==> config.mk <==
export PLATFORM = sky130hd
export DESIGN_NAME = multi_digit_counter
export DESIGN_NICKNAME = d
export VERILOG_FILES = /design/src/rtl/multi_digit_counter_pkg.sv /design/src/rtl/mod_n_digit.sv /design/src/rtl/multi_digit_counter.sv
export SDC_FILE = /design/constraint.sdc
export NUM_CORES = 1
export LEC_CHECK = 0
export ABC_AREA = 1
export CAP_MARGIN = 0
export CORE_MARGIN = 3
export CORE_UTILIZATION = 28
export CTS_CLUSTER_SIZE = 24
export DETAILED_ROUTE_END_ITERATION = 10
export HOLD_SLACK_MARGIN = 0.08
export SLEW_MARGIN = 20
export SYNTH_ARGS = -nofsm -noshare
export SYNTH_HDL_FRONTEND = slang
export SYNTH_HIERARCHICAL = 1
export SYNTH_SLANG_ARGS = --single-unit
==> constraint.sdc <==
create_clock -name clk -period 3 [get_ports clk]
set_input_delay 0.75 -clock clk [delete_from_list [all_inputs] [get_ports clk]]
set_output_delay 0.75 -clock clk [all_outputs]
set_load 0.01 [all_outputs]
==> src/rtl/multi_digit_counter_pkg.sv <==
// Shared types and helpers for the multi-digit modulo-N counter.
package multi_digit_counter_pkg;

  typedef enum logic {
    DIR_DOWN = 1'b0,
    DIR_UP   = 1'b1
  } dir_e;

  function automatic int unsigned digit_width(input int unsigned modulus);
    return (modulus < 2) ? 1 : $clog2(modulus);
  endfunction

endpackage

==> src/rtl/mod_n_digit.sv <==
// One modulo-N digit: clear > load (clamped) > step > hold.
module mod_n_digit
  import multi_digit_counter_pkg::*;
#(
  parameter  int unsigned MODULUS = 10,
  localparam int unsigned DW      = digit_width(MODULUS)
) (
  input  logic          clk,
  input  logic          rst_n,
  input  logic          step,
  input  dir_e          up,
  input  logic          clr,
  input  logic          load,
  input  logic [DW-1:0] load_val,
  output logic [DW-1:0] digit,
  output logic          is_max,
  output logic          is_zero
);

  localparam logic [DW-1:0] MAXV = DW'(MODULUS - 1);

  logic [DW-1:0] ld_clamped;
  logic [DW-1:0] stepped;

  assign is_max  = (digit == MAXV);
  assign is_zero = (digit == '0);

  always_comb begin
    ld_clamped = (load_val > MAXV) ? MAXV : load_val;
    stepped    = digit;
    if (up == DIR_UP) stepped = is_max  ? '0   : digit + 1'b1;
    else              stepped = is_zero ? MAXV : digit - 1'b1;
  end

  always_ff @(posedge clk or negedge rst_n) begin
    if (!rst_n)     digit <= '0;
    else if (clr)   digit <= '0;
    else if (load)  digit <= ld_clamped;
    else if (step)  digit <= stepped;
  end

endmodule

==> src/rtl/multi_digit_counter.sv <==
// Cascaded DIGITS x modulo-MODULUS up/down counter with carry/borrow output.
// Define MULTI_DIGIT_COUNTER_SAT_EN to saturate at all-max/all-zero instead of wrapping.
module multi_digit_counter
  import multi_digit_counter_pkg::*;
#(
  parameter  int unsigned DIGITS  = 4,
  parameter  int unsigned MODULUS = 10,
  localparam int unsigned DW      = digit_width(MODULUS)
) (
  input  logic                 clk,
  input  logic                 rst_n,
  input  logic                 en,
  input  logic                 up,
  input  logic                 clr,
  input  logic                 load,
  input  logic [DIGITS*DW-1:0] load_val,
  output logic [DIGITS*DW-1:0] count,
  output logic                 carry_out,
  output logic                 at_max,
  output logic                 at_zero
);

  dir_e              dir;
  logic [DIGITS-1:0] is_max;
  logic [DIGITS-1:0] is_zero;
  logic [DIGITS-1:0] ripple;
  logic [DIGITS-1:0] step;
  logic              terminal;
  logic              en_eff;
  logic              acc;

  assign dir     = up ? DIR_UP : DIR_DOWN;
  assign at_max  = &is_max;
  assign at_zero = &is_zero;

  always_comb begin
    terminal = (dir == DIR_UP) ? at_max : at_zero;
`ifdef MULTI_DIGIT_COUNTER_SAT_EN
    en_eff    = en & ~terminal;
    carry_out = 1'b0;
`else
    en_eff    = en;
    carry_out = rst_n & en & ~clr & ~load & terminal;
`endif
    ripple = (dir == DIR_UP) ? is_max : is_zero;
    step   = '0;
    // running AND keeps the ripple chain free of self-referencing vector bits
    acc    = en_eff;
    for (int unsigned i = 0; i < DIGITS; i++) begin
      step[i] = acc;
      acc     = acc & ripple[i];
    end
  end

  for (genvar g = 0; g < DIGITS; g++) begin : g_digit
    mod_n_digit #(
      .MODULUS (MODULUS)
    ) u_digit (
      .clk      (clk),
      .rst_n    (rst_n),
      .step     (step[g]),
      .up       (dir),
      .clr      (clr),
      .load     (load),
      .load_val (load_val[g*DW +: DW]),
      .digit    (count[g*DW +: DW]),
      .is_max   (is_max[g]),
      .is_zero  (is_zero[g])
    );
  end

endmodule

==> results.toml <==
[synthesis]
yosysWarnings = 6
synthAdderAreaFrac = 0
syn-num-nets = 334
syn_area_mm2 = 0.00167
synth_top_cells_by_area = "nand2_1 31%, dfrtp_1 24%, nand3_1 9.6%, nor2_1 8.8%, inv_1 6.3%"
synth-seq-cells = 16
synth_area_per_cell_um2 = 5.36
yosys.area.top_type = "nand2_1"
ys_types = 15
ys_seq_area_frac = 0.240
synth_top_family_by_area = "simple AND/OR/NAND/NOR gates"
synth.area.mux_share = 0
netlist_instances = 312
synth.top_cell.area_share = 0.314
synth-compound-area-share = 0.0584
synth-simple-area-share = 0.585
synthXorXnorAreaFrac = 0

[critical_path]
r2r_cells = 15
crit_buf_inv = 2
end_kind = "output port"
crit_family = "buffers and inverters"
worstSetupPathType = "register to output port"
crit_start = "g_digit[2].u_digit/digit[1]"
cp.required_ns = 2.25
r2r_end = "g_digit[3].u_digit/digit[3]"
endpoint = "at_zero"
path_cells = "nor2_2 > nand2_2 > inv_1 > nand2_1 > nor2_1 > clkdlybuf4s50_1"
r2r-start = "g_digit[0].u_digit/digit[1]"
crit_cells = 6
reg2reg_slack_ns = 1.14
crit_arrival_ns = 1.90
slowest_stage = "clkdlybuf4s50_1"
slowest_delay_ns = 0.57
worstPathMaxFanout = 9
cp-start-kind = "register"

[pwr]
clkPwrFrac = 0.207
intPower_uw = 477
leakage_nw = 1.18
swShare = 0.393
combinationalPowerShare = 0.430
p_seq_frac = 0.363
ir_worst_vdd_v = 0.000193
powerDensity_mw_per_mm2 = 356
p_sw_uw = 309

[timing]
drv_slew = 0
max-slew-margin-rel = 0.801
holdWs_ns = 0.618
setup_slack_ns = 0.355
max_freq_ghz = 0.378
tightest_slew_ns = 0.299
hold_violations = 0
tns_ns = 0
fin_skew_ns = 0.00357
rsz0062_at_grt = "no"
setup_viol = 0
fin_crit_sh = 0.882
min_period_ns = 2.65

[global_routing]
gr-total-overflow = 0
grt_max_degree = 17
antenna_found_initial = 0
grt_usage = 0.135
grt_pass1_wl_um = 7980
grt_pass1_vias = 1877

[clock_network]
hold_buffers = 0
cts_made_buffers = 3
cts.sinks = 16
cts_tree = "built"
clk-insertion-delay-late_ns = 0.25
cts_htree_levels = 1
cts_root_buf = "clkbuf_8"
cts_max_path_buffers = 2
post_cts_resized = 0
cts.reportedPaths.clkPinSlew_ns = 0.06
post_cts.repair.setup_buffers = 0

[place]
io_buffers = 40
hpwlAfterDp_um = 3670
gp_congestion = 0.875
dp.cells = 425
dp_slack_ns = 0.0300

[detailed_routing]
wirelength_um = 4540
ant_nets = 0
wl_per_cell_um = 10.6
drt_iter0_drc = 86
drc = 0
routed_via_density = 4.61
firstDrtPassIters = 4
vias = 1972

[floorplan]
die_h_um = 83.3
core-area_mm2 = 0.00564
rows = 27
fp.dieW_um = 83.3
initial_utilization = 0.296
ios = 41
dieArea_mm2 = 0.00693

[finish]
largest_reg_flops = 16
diodes = 0
area_growth_pct = 31.8
regMostFlops = "g_digit.u_digit/digit"
fin_cells = 428
final_cell_mix = "140 x nand2_1, 39 x nor2_1, 39 x clkdlybuf4s50_1"
drive_gt1_frac = 0.110
nets = 380
final_common_cell = "nand2_1"
reg_top3 = "g_digit.u_digit/digit x16"

[run_status]
outcome = "completed"

[run]
maxCapViolCount = 0

[worst_hold_path]
holdCritPathClass = "register to register"
## synthesized netlist by cell type
cell type	count
nand2_1	140
nor2_1	39
nand3_1	32
inv_1	28
dfrtp_1	16
nor2_2	13
o21ai_0	13
inv_2	12
buf_6	4
nand2_2	4
nand4_1	4
o22ai_1	4
a21boi_0	1
nand3_2	1
nor3_1	1
## per-layer routing
metal / up-vias / part of all wire / track usage
met5: - / 0 / 0
met4: 0 / 0.025 / 0.0461
met3: 10 / 0.046 / 0.0228
met2: 48 / 0.46 / 0.235
met1: 853 / 0.46 / 0.168
li1: 1061 / - / -
## area by class of cell
type	count	area (µm²)
flip-flops and latches	16	400
fillers	620	3440
repair buffers	45	440
well taps	72	90.1
inverters	40	150
clock buffers	3	41.3
multi-input cells	252	1080
## worst min-delay path by stage
| stage | slack, ns | to | from | depth (start not counted) |
|---|---|---|---|---|
| 2_1_floorplan | 0.45 | g_digit[0].u_digit/digit[0] | rst_n | 0 |
| 3_3_place_gp | 0.61 | g_digit[1].u_digit/digit[3] | g_digit[1].u_digit/digit[3] | 2 |
| 3_5_place_dp | 0.59 | g_digit[2].u_digit/digit[3] | g_digit[2].u_digit/digit[3] | 2 |
| 4_1_cts | 0.61 | g_digit[2].u_digit/digit[3] | g_digit[2].u_digit/digit[3] | 2 |
| 5_1_grt | 0.65 | g_digit[2].u_digit/digit[3] | g_digit[2].u_digit/digit[3] | 2 |
| 6_report | 0.62 | g_digit[2].u_digit/digit[3] | g_digit[2].u_digit/digit[3] | 2 |
## kinds of logic after synthesis
logic type	count (synthesis)
buf+inv	44
flops	16
simple gates	234
compound gates	18
## metrics by stage
stage	cell area, µm²	power, mW	utilization
floorplan	1670	0.499	-
global placement	2150	0.628	0.382
detailed placement	2150	0.628	0.382
CTS	2200	0.793	0.389
global route	2200	0.853	0.391
finish	2200	0.785	0.391
## worst register-to-register path: cells and delay by family, from the launching register on
kind	cells	cell delay [ns]
flops	1	0.48
simple gates	11	0.99
buf+inv	4	0.31
## power groups by stage
| stage | Sequential [mW] | Clock, mW | Combinational [mW] |
|---|---|---|---|
| after floorplan | 0.282 | 0 | 0.217 |
| after global placement | 0.289 | 0 | 0.339 |
| after detailed placement | 0.288 | 0 | 0.340 |
| after CTS | 0.285 | 0.167 | 0.341 |
| after global routing | 0.292 | 0.174 | 0.387 |
| final | 0.285 | 0.163 | 0.338 |
(Power assumes the default switching activity.)
